==> config.mk <==
export PLATFORM = sky130hd
export DESIGN_NAME = vid_timing
export DESIGN_NICKNAME = d
export VERILOG_FILES = /design/src/rtl/vid_timing.sv
export SDC_FILE = /design/constraint.sdc
export NUM_CORES = 1
export LEC_CHECK = 0
export CAP_MARGIN = 40
export CORE_MARGIN = 2
export CORE_UTILIZATION = 58
export DETAILED_ROUTE_END_ITERATION = 10
export PLACE_DENSITY = 0.86
export SYNTH_ARGS = -nofsm -noshare
export SYNTH_HDL_FRONTEND = slang
export SYNTH_SLANG_ARGS = --single-unit
==> constraint.sdc <==
create_clock -name clk -period 5.1 [get_ports clk]
set_input_delay 1.02 -clock clk [delete_from_list [all_inputs] [get_ports clk]]
set_output_delay 1.02 -clock clk [all_outputs]
set_load 0.005 [all_outputs]
==> src/rtl/vid_timing.sv <==
`default_nettype none
// ============================================================================
//  Module   : vid_timing
//  Purpose  : Raster timing generator (640x480@60 by default). Produces the
//             pixel coordinates, active-video and sync strobes, plus a
//             once-per-frame pulse and a wrapping frame counter.
//
//  Ports    : clk          pixel clock
//             rst          synchronous active-high reset
//             ce           pixel enable; all state holds when low
//             x, y         registered raster position (not clamped in blanking)
//             de           active-video strobe (delayed by PIPE_DELAY)
//             hsync, vsync sync strobes at level SYNC_POL (delayed by PIPE_DELAY)
//             frame_start  one-ce pulse when x=0, y=0 is presented
//             frame_count  frames started since reset (wraps at 65535)
//
//  Revision : 1.0 - initial release
// ============================================================================
module vid_timing #(
    parameter int H_ACTIVE   = 640,
    parameter int H_FP       = 16,
    parameter int H_SYNC     = 96,
    parameter int H_BP       = 48,
    parameter int V_ACTIVE   = 480,
    parameter int V_FP       = 10,
    parameter int V_SYNC     = 2,
    parameter int V_BP       = 33,
    parameter bit SYNC_POL   = 1'b0,
    parameter int PIPE_DELAY = 0
) (
    input  logic        clk,
    input  logic        rst,
    input  logic        ce,
    output logic [9:0]  x,
    output logic [9:0]  y,
    output logic        de,
    output logic        hsync,
    output logic        vsync,
    output logic        frame_start,
    output logic [15:0] frame_count
);

    localparam int H_TOTAL = H_ACTIVE + H_FP + H_SYNC + H_BP;
    localparam int V_TOTAL = V_ACTIVE + V_FP + V_SYNC + V_BP;

    generate
        if (H_TOTAL > 1024 || V_TOTAL > 1024) begin : g_bad_total
            $error("vid_timing: H_TOTAL and V_TOTAL must not exceed 1024");
        end
        if (PIPE_DELAY < 0 || PIPE_DELAY > 7) begin : g_bad_delay
            $error("vid_timing: PIPE_DELAY must be in 0..7");
        end
    endgenerate

    // Thresholds are 11 bits wide: with a 1024 total an end bound equals 1024
    // and would alias to 0 in a 10-bit compare.
    localparam logic [9:0]  c_H_LAST   = 10'(H_TOTAL - 1);
    localparam logic [9:0]  c_V_LAST   = 10'(V_TOTAL - 1);
    localparam logic [10:0] c_H_ACT    = 11'(H_ACTIVE);
    localparam logic [10:0] c_V_ACT    = 11'(V_ACTIVE);
    localparam logic [10:0] c_HS_BEG   = 11'(H_ACTIVE + H_FP);
    localparam logic [10:0] c_HS_END   = 11'(H_ACTIVE + H_FP + H_SYNC);
    localparam logic [10:0] c_VS_BEG   = 11'(V_ACTIVE + V_FP);
    localparam logic [10:0] c_VS_END   = 11'(V_ACTIVE + V_FP + V_SYNC);
    localparam logic        c_SYNC_OFF = !SYNC_POL;
    // Delay-line stage layout: {de, hsync, vsync}
    localparam logic [2:0]  c_STAGE_RST = {1'b0, c_SYNC_OFF, c_SYNC_OFF};

    logic [9:0]  h_q, h_d, v_q, v_d;
    logic [9:0]  x_q, x_d, y_q, y_d;
    logic        fs_q, fs_d;
    logic [15:0] fc_q, fc_d;
    // Stage 0 is the output register; stages 1..PIPE_DELAY are the extra delay.
    logic [2:0]  stage_q [PIPE_DELAY+1];
    logic [2:0]  stage_d [PIPE_DELAY+1];

    logic [10:0] w_h_ext, w_v_ext;
    logic        w_de, w_hs, w_vs, w_origin;

    assign w_h_ext  = {1'b0, h_q};
    assign w_v_ext  = {1'b0, v_q};
    assign w_de     = (w_h_ext < c_H_ACT) && (w_v_ext < c_V_ACT);
    assign w_hs     = (w_h_ext >= c_HS_BEG) && (w_h_ext < c_HS_END);
    assign w_vs     = (w_v_ext >= c_VS_BEG) && (w_v_ext < c_VS_END);
    assign w_origin = (h_q == 10'd0) && (v_q == 10'd0);

    always_comb begin
        h_d     = h_q;
        v_d     = v_q;
        x_d     = x_q;
        y_d     = y_q;
        fs_d    = 1'b0;     // a stalled ce must never stretch the pulse
        fc_d    = fc_q;
        stage_d = stage_q;
        if (ce) begin
            if (h_q == c_H_LAST) begin
                h_d = 10'd0;
                v_d = (v_q == c_V_LAST) ? 10'd0 : v_q + 10'd1;
            end else begin
                h_d = h_q + 10'd1;
            end
            x_d  = h_q;
            y_d  = v_q;
            fs_d = w_origin;
            // Counter moves with the pulse so both are presented together.
            if (w_origin) begin
                fc_d = fc_q + 16'd1;
            end
            stage_d[0] = {w_de,
                          w_hs ? SYNC_POL : c_SYNC_OFF,
                          w_vs ? SYNC_POL : c_SYNC_OFF};
            for (int i = 1; i <= PIPE_DELAY; i++) begin
                stage_d[i] = stage_q[i-1];
            end
        end
    end

    always_ff @(posedge clk) begin
        if (rst) begin
            h_q  <= 10'd0;
            v_q  <= 10'd0;
            x_q  <= 10'd0;
            y_q  <= 10'd0;
            fs_q <= 1'b0;
            fc_q <= 16'd0;
            for (int i = 0; i <= PIPE_DELAY; i++) begin
                stage_q[i] <= c_STAGE_RST;
            end
        end else begin
            h_q     <= h_d;
            v_q     <= v_d;
            x_q     <= x_d;
            y_q     <= y_d;
            fs_q    <= fs_d;
            fc_q    <= fc_d;
            stage_q <= stage_d;
        end
    end

    assign x           = x_q;
    assign y           = y_q;
    assign de          = stage_q[PIPE_DELAY][2];
    assign hsync       = stage_q[PIPE_DELAY][1];
    assign vsync       = stage_q[PIPE_DELAY][0];
    assign frame_start = fs_q;
    assign frame_count = fc_q;

endmodule
`default_nettype wire

* Word level (Yosys, flattened, before mapping)
Cells that the tools add are included.
** Word-level totals
- Flip-flop bits (word level) :: 60
- Bits of input ports :: 3
** Operators by class
- Add/sub/neg operators :: 3
- Order comparisons :: 6
- Eq/ne operators :: 2
- Mux-type cells :: 4
- Bitwise operators :: 1
- Reduce and logical (&&, ||, !) cells :: 9
** Operator list (count)
- 10-bit by 1-bit adder with 10-bit output (second input constant) :: 2
- 10-bit == test (second input constant) :: 2
- 10-bit zero test :: 2
- 10-bit < comparator (second input constant) :: 2
- 10-bit by 9-bit < comparator with 1-bit output (second input constant) :: 2
- 10-bit two-way mux :: 2
- 16-bit by 1-bit adder with 16-bit output (second input constant) :: 1
- 10-bit greater-or-equal comparator (second input constant) :: 1
- 10-bit by 9-bit greater-or-equal comparator with 1-bit output (second input constant) :: 1
- 1-bit logical AND :: 4
- 2-bit AND reduction :: 2
- 1-bit two-way mux :: 2
- 2-bit OR reduction :: 1
- 1-bit NOT :: 1

* Logic depth before layout (Yosys ltp)
Gate-level depths: netlist of the first run.
- Word-level depth :: 3
- Mapped depth :: 8
- Mapped depth without buffers :: 6

* Worst setup path after synthesis of the first run
Ideal clock, no wire load.
- Kind :: input port to flip-flop
- Start point :: in ce
- End point :: reg fc_q[15] (netlist: frame_count[15])
- Setup time :: 0.121 ns
- Arrival time :: 2.199 ns
- Data required time :: 4.979 ns
- Slack :: 2.780 ns
- Stages on the path :: 6
- Buffers on the path :: 2
- Cells stage by stage :: clkbuf_8 -> nor3b_2 -> nand4_2 -> buf_6 -> nor4_1 -> mux2_2
** Between the ends
- Word-level cells in the longest chain between the ends :: 1
** Ends and longest elaborated chain
- from (decl) :: line 33 : input logic ce,
- 2-bit AND reduction (no source line)
- to (signal assigned) :: line 125 : fc_q <= 16'd0;
- to (signal assigned) :: line 135 : fc_q <= fc_d;
- to (decl) :: line 72 : logic [15:0] fc_q, fc_d;
Every way passes these cells.
A chain may end at the register's enable or synchronous reset.

* Worst setup path after layout of the first run
Same ends and word-level chain as after synthesis.

==> metrics, run 1 <==
final hold vios=0; Crit Path Max Fanout=36; pin count of the biggest net entering global routing=37; first-pass GRT wire length=10120 um; Crit. Startpoint=ce; Post-synth EDFFs=0; Syn. warnings=0; grt total ovfl=0; Port-buffer cells=between 40 and 50; hold crit path type=reg -> reg; most frequent cells in the layout=60 x dfxtp_1, 42 x clkdlybuf4s50_1, 33 x nor2_1; fin crit period=3281 ps; Final Max Slew Viols=0; WP data required=5330 ps; PostCTS Resize Cnt=0; total wire length=~6100 um; reg2reg path depth=4; die area=about 5500 um^2; clock transition at the registers of the reported paths=approximately 60 ps; met1 Use GR=32.57%; FFs w/ async S/R, synth=0%; Slew HR=between 40 and 50%; worst vdd ir=around 0.18 mV; Max clock buf depth=2; vias in the first global route=2208; clk_skew=6.613 ps; number of DRC markers in iteration 0=roughly 180; post-CTS setup repair buffer count=0; Mapped Area=about 2900 um^2; layout cells sized above 1=under 10%; Post-Synthesis Cells=around 310; worst setup margin=1819 ps; Antenna Cells=0; Max Cap Viol=0; CTS sink cnt=60; gr busiest metal=met2; Critical Path End=frame_count[15]; Worst setup EP type=register; syn avg cell area=between 9 and 10 um^2; CP Launch Type=primary input; Root Driver=clkbuf_8; Setup-failing EPs final=0; Vias=2497; number of synthesized register bits=60; critical path type=in -> reg; Final #Nets=around 360; worst skew pair latency=340 ps; drt pass-1 iters=5; prevailing post-synth register cell=dfxtp_1; Global Route Usage Sum=about a quarter; CTS Buf Count=9; worst slew pin tran=roughly 800 ps; DP HPWL=4095 um; initial antenna violation count=0; Worst Path Arrival=between 3000 and 4000 ps; hold_buf cts=0; unrepaired setup endpoints after global routing=false; Seq/Total Area, Yosys=about two fifths; register-to-register setup slack=between 2000 and 3000 ps; Lkg Pwr=1.175 nW; CTS tree=done; ANT nets after route=0; met2 Usage GRT=35.71%; DR DRC count=0; HP Start=x[6]; setup TNS=0 ps; Area Overhead vs Synth=18.04%; most common cell after layout, fill and taps aside=dfxtp_1; Die Wd=about 74 um; Pwr Density=~260 nW/um^2; r2r endpoint=frame_count[15]; routed wire length per instance=roughly 15 um; number of I/O pins=43; Critical R2R Launch=v_q[4]; Synth cell types=48; Syn Nets=320; Place WS=approximately 1500 ps; fillers=384; status=finished clean; total power=between 0.8 and 0.9 mW; Final Wtd Congestion=0.8484; max frequency=around 0.3 GHz; GRT met3 Usage=under 10%; # rows=25; final period utilization=between 60% and 70%; hold slack=roughly 490 ps; core area=~4800 um^2; Die Ht=approximately 74 um; H-tree depth=3; Initial Util=60.24%; DR vias/cell=approximately 6.0
==> routing by layer <==
layer | share of wire [%] | up-vias | wire length, um
li1 | - | 1218 | -
met1 | 46 | 1190 | 2810
met2 | 47 | 80 | 2852
met3 | 5.5 | 9 | 335
met4 | 1.8 | 0 | 111
met5 | 0 | - | 0
==> state kept, by name, indices dropped and copies added (netlist names) <==
| register | count |
|---|---|
| v_q | 10 |
| stage_q | 3 |
| x | 10 |
| frame_start | 1 |
| h_q | 10 |
| frame_count | 16 |
| y | 10 |
==> layout make-up <==
cell class	count	area (um^2)	area share [%]
tap	67	83.83	2.480
clock inverter	3	15.01	0.4441
inverter	11	41.29	1.221
sequential	60	1201	35.53
clock buffer	11	141.4	4.182
multi-input combinational	221	1463	43.26
timing repair buffer	44	435.4	12.88
==> synth_stat cells (3+ instances only) <==
library cell | instances | share of area, %
xnor2_1 | 3 | 0.92
o21ai_0 | 9 | 1.6
and3_1 | 4 | 0.87
buf_2 | 3 | 0.52
dfxtp_1 | 60 | 42
clkbuf_1 | 8 | 1.0
o31ai_1 | 16 | 4.2
xor2_1 | 5 | 1.5
or3_1 | 6 | 1.3
inv_1 | 11 | 1.4
nor3_1 | 6 | 1.0
ha_1 | 5 | 2.2
nor4_1 | 4 | 0.87
nor2_1 | 33 | 4.3
nand2b_1 | 3 | 0.66
or4_1 | 13 | 3.4
nand3_1 | 20 | 3.5
mux2i_1 | 20 | 7.0
buf_6 | 4 | 1.6
a21oi_1 | 22 | 3.8
clkbuf_8 | 5 | 2.4
nand4_1 | 12 | 2.6
nand2_1 | 12 | 1.6
==> how the worst min path moves through the flow <==
stage / slack, ps / to / depth (start not counted)
after detailed placement: 480 / stage_q[1] / 2
final: 490 / x[6] / 2
after CTS: 500 / frame_count[6] / 2
after floorplan: 460 / stage_q[2] / 2
after global routing: 510 / frame_count[6] / 2
after global placement: 480 / frame_count[6] / 2
==> critical path, stage by stage <==
cell,delay (ps)
clkdlybuf4s50_1,450
buf_4,390
nor3b_2,270
nand4_2,540
nor4_1,450
mux2_2,380
==> power by group <==
| part | internal, mW | switching, mW |
|---|---|---|
| clock network | 0.181 | 0.172 |
| logic | 0.0183 | 0.0280 |
| registers | 0.473 | 0.00461 |
| total | 0.673 | 0.205 |
==> cell families after synthesis <==
family	share of synthesized area, %
flip-flops	41.94
multiplexers	7.776
buffers and inverters	6.990
adder cells (fa/ha/maj)	2.184
AO/OA/AOI/OAI	11.97
AND/OR/NAND/NOR	26.69
XOR/XNOR	2.447
==> per-stage QoR <==
stage | cells | utilization [%] | instance area [um^2]
final | 417 | 71.11 | 3381
after global routing | 417 | 71.11 | 3381
after CTS | 417 | 71.11 | 3381
after detailed placement | 403 | 67.82 | 3224
after global placement | 403 | 67.82 | 3224
after floorplan | 312 | - | 2864
(Power assumes the default switching activity.)
==> run 2, diff against run 1 <==
CORE_UTILIZATION = 48   (was 58)
PLACE_DENSITY = 0.76   (was 0.86)
clock period = 2.7 ns   (was 5.1 ns; I/O delays follow)
==> metrics, run 2 (same netlist as run 1, synthesis figures left out) <==
Final Wtd Congestion=0.8463; fin crit period=between 2000 and 2500 ps; worst vdd ir=between 0.3 and 0.4 mV; Max clock buf depth=2; Pwr Density=approximately 530 nW/um^2; Die Wd=a little over 80 um; Lkg Pwr=about 1.2 nW; Initial Util=between 40% and 50%; Critical R2R Launch=v_q[4]; Critical Path End=frame_count[4]; critical path type=in -> reg; register-to-register setup slack=approximately 500 ps; Port-buffer cells=42; final core occ=about three fifths; Area Overhead vs Synth=23.20%; Critical-path top delay cell=clkdlybuf4s50_1; WP data required=between 2000 and 3000 ps; first-pass GRT wire length=10910 um; PostCTS Resize Cnt=0; Place WS=roughly 150 ps; routed wire length per instance=roughly 15 um; grt total ovfl=0; Worst setup EP type=register; clk_skew=roughly 11 ps; hold slack=roughly 500 ps; Die Ht=slightly above 80 um; H-tree depth=3; max frequency=0.4522 GHz; core area=a little under 6000 um^2; max reg flops=16; initial antenna violation count=0; Worst Path Arrival=2490 ps; wire length on met2=2785 um; worst setup margin=a little under 500 ps; Slew HR=roughly 71%; layout cells sized above 1=between 10% and 20%; Final #Nets=~360; worst slew pin tran=430.7 ps; setup TNS=0 ps; DP HPWL=between 4000 and 5000 um; final period utilization=a little over 80%; drt pass-1 iters=4; number of I/O pins=43; highest routed layer=met4; # rows=28; most common cell after layout, fill and taps aside=dfxtp_1; reg2reg path depth=5; total wire length=approximately 6400 um; Placed Area=between 3000 and 4000 um^2; CTS Buf Count=9; Final Max Slew Viols=0; number of DRC markers in iteration 0=118; vias in the first global route=roughly 2300; status=finished clean; Root Driver=clkbuf_8; Vias=approximately 2500; clock transition at the registers of the reported paths=around 70 ps; unrepaired setup endpoints after global routing=false; Met3 Wirelength=464 um; hold crit path type=reg -> reg; WL met1=roughly 3000 um; Setup-failing EPs final=0; ANT nets after route=0; CTS tree=done; Final Instance Area=approximately 3500 um^2; Max Cap Viol=0; critical-path cell list=clkdlybuf4s50_1, nor3b_2, nand4_2, buf_12, or4_1, a21oi_1; Crit Path Max Fanout=23; r2r endpoint=frame_count[4]; CP Launch Type=primary input; post-CTS setup repair buffer count=0; hold_buf cts=0; HP Start=x[6]; Crit. Startpoint=ce; Antenna Cells=0; DR vias/cell=5.756; worst skew pair latency=~350 ps; most frequent cells in the layout=60 x dfxtp_1, 42 x clkdlybuf4s50_1, 33 x nor2_1; final hold vios=0; crit-path max cell delay=530 ps; CTS sink cnt=60; die area=~6600 um^2; DR DRC count=0; pin count of the biggest net entering global routing=32; Global Route Usage Sum=roughly 21%
## run 2: how the worst min path moves through the flow
stage                       endpoint  cells after the start
after floorplan           stage_q[2]                      2
after global placement    stage_q[2]                      2
after detailed placement        x[7]                      2
after CTS                 stage_q[2]                      2
after global routing      stage_q[2]                      2
final                           x[6]                      2
## run 2: through the flow
stage,power (mW),cells
CTS,1.899,435
finish,1.883,435
global placement,1.016,419
detailed placement,1.017,419
floorplan,0.9884,312
global route,1.944,435
## run 2: area by class of cell
cell class | count | area, um^2
fill | 512 | 2322
multi-input combinational | 221 | 1463
sequential | 60 | 1201
timing repair buffer | 52 | 508.0
clock buffer | 13 | 178.9
tap | 75 | 93.84
clock inverter | 3 | 42.54
inverter | 11 | 41.29
## run 2: per-layer routing
metal  track usage [%]  up-vias
met5                 0        -
met4             9.153        0
met3             6.333       14
met2             30.33       89
met1             30.05     1173
li1                  -     1228
## run 2: report_power, final
group / switching (mW) / internal [mW] / total (mW)
registers: 0.00841 / 0.893 / 0.901
clock network: 0.361 / 0.525 / 0.886
logic: 0.0547 / 0.0409 / 0.0956
total: 0.424 / 1.46 / 1.88
## run 2: worst max-delay path, delay by kind of cell
family                 cells  cell delay, ps
buffers and inverters      2             780
AOI/OAI and AO/OA          1             170
and+or+nand+nor            3             980
==> run 3, diff against run 2 <==
CORE_UTILIZATION = 54   (was 48)
PLACE_DENSITY = 0.81   (was 0.76)
clock period = 2.1 ns   (was 2.7 ns; I/O delays follow)
==> metrics, run 3 (same netlist as run 1, synthesis figures left out) <==
max frequency=between 0.5 and 0.6 GHz; most common cell after layout, fill and taps aside=dfxtp_1; pin count of the biggest net entering global routing=28; Lkg Pwr=~1.3 nW; worst setup margin=185.1 ps; r2r endpoint=frame_count[9]; final core occ=a little over two thirds; Placed Area=3406 um^2; core area=between 5000 and 6000 um^2; worst vdd ir=~0.76 mV; worst skew pair latency=330 ps; layout cells sized above 1=14.13%; grt total ovfl=0; Max Cap Viol=0; Worst setup EP type=register; Global Route Usage Sum=22.56%; Final #Nets=roughly 380; hold slack=about 490 ps; Final Instance Area=approximately 3600 um^2; initial antenna violation count=0; final hold vios=0; Worst Path Arrival=2180 ps; Slew HR=67.79%; Critical R2R Launch=h_q[0]; most frequent cells in the layout=60 x dfxtp_1, 42 x clkdlybuf4s50_1, 33 x nor2_1; Final Wtd Congestion=between 0.9 and 1; Place WS=-81.11 ps; total wire length=approximately 6500 um; CTS Buf Count=9; Vias=2529; Die Ht=a little under 80 um; clk_skew=about 7 ps; first-pass GRT wire length=about 11000 um; Initial Util=between 50% and 60%; DP HPWL=4520 um; max reg flops=16; Root Driver=clkbuf_8; final period utilization=roughly nine tenths; hold crit path type=reg -> reg; DR DRC count=0; routed wire length per instance=14.61 um; Max clock buf depth=2; vias in the first global route=2343; CTS sink cnt=60; CP Launch Type=register; DR vias/cell=5.683; WP data required=approximately 2400 ps; Final Max Slew Viols=0; status=finished clean; unrepaired setup endpoints after global routing=false; Crit Path Max Fanout=6; critical path type=reg -> reg; Pwr Density=between 600 and 700 nW/um^2; Area Overhead vs Synth=25.91%; ANT nets after route=0; clock transition at the registers of the reported paths=about 70 ps; H-tree depth=3; Critical Path End=frame_count[9]; number of I/O pins=43; Antenna Cells=0; Die Wd=around 77 um; Port-buffer cells=between 40 and 50; fin crit period=~1900 ps; number of DRC markers in iteration 0=~120; CTS tree=done; drt pass-1 iters=4; # rows=26; fillers=approximately 420; Setup-failing EPs final=0; Crit. Startpoint=h_q[0]; die area=approximately 5900 um^2; setup TNS=0 ps; reg2reg path depth=7; register-to-register setup slack=approximately 190 ps; worst slew pin tran=480.9 ps
==> run 3: final cells by class <==
cell class | count | area, um^2 | share of cell area [%]
Inverter | 11 | 41.29 | 1.145
Multi-Input combinational cell | 221 | 1474 | 40.87
Tap cell | 70 | 87.58 | 2.429
Sequential cell | 60 | 1201 | 33.31
Clock buffer | 15 | 176.4 | 4.892
Timing Repair Buffer | 67 | 620.6 | 17.21
Clock inverter | 1 | 5.005 | 0.1388
==> run 3: repair_timing <==
action,4_1_cts,5_1_grt
gates resized for setup,0,2
hold buffers,0,0
endpoints found under the setup margin,0,8
buffers inserted,0,1
==> run 3: metrics by stage <==
stage | std cells | power, mW
after global routing | 445 | 2.332
after detailed placement | 428 | 1.316
after global placement | 428 | 1.313
after CTS | 444 | 2.255
final | 445 | 2.240
after floorplan | 312 | 1.271
==> run 3: how the worst min path moves through the flow <==
stage / slack [ps] / from / to / cells after the start
after floorplan: 460 / stage_q[2] / stage_q[2] / 2
after global placement: 460 / stage_q[2] / stage_q[2] / 2
after detailed placement: 470 / stage_q[2] / stage_q[2] / 2
after CTS: 490 / stage_q[2] / stage_q[2] / 2
after global routing: 510 / stage_q[2] / stage_q[2] / 2
final: 490 / stage_q[2] / stage_q[2] / 2
==> run 3: layer usage <==
| layer | GRT usage, % | vias to the layer above | part of all wire [%] |
|---|---|---|---|
| met4 | 13.27 | 0 | 2.7 |
| li1 | - | 1269 | - |
| met2 | 35.35 | 66 | 46 |
| met5 | 0 | - | 0 |
| met3 | 3.765 | 12 | 4.8 |
| met1 | 29.21 | 1182 | 47 |
==> run 3: where the power goes <==
| group | internal, mW | switching, mW |
|---|---|---|
| registers | 1.15 | 0.0108 |
| clock network | 0.525 | 0.420 |
| logic | 0.0627 | 0.0723 |
==> run 3: worst max-delay path: stages, from the launching register on <==
cell	delay, ps
dfxtp_1	370
inv_1	100
ha_1	150
nor4b_4	250
nand4_1	220
buf_4	220
or4_1	400
a21oi_1	140
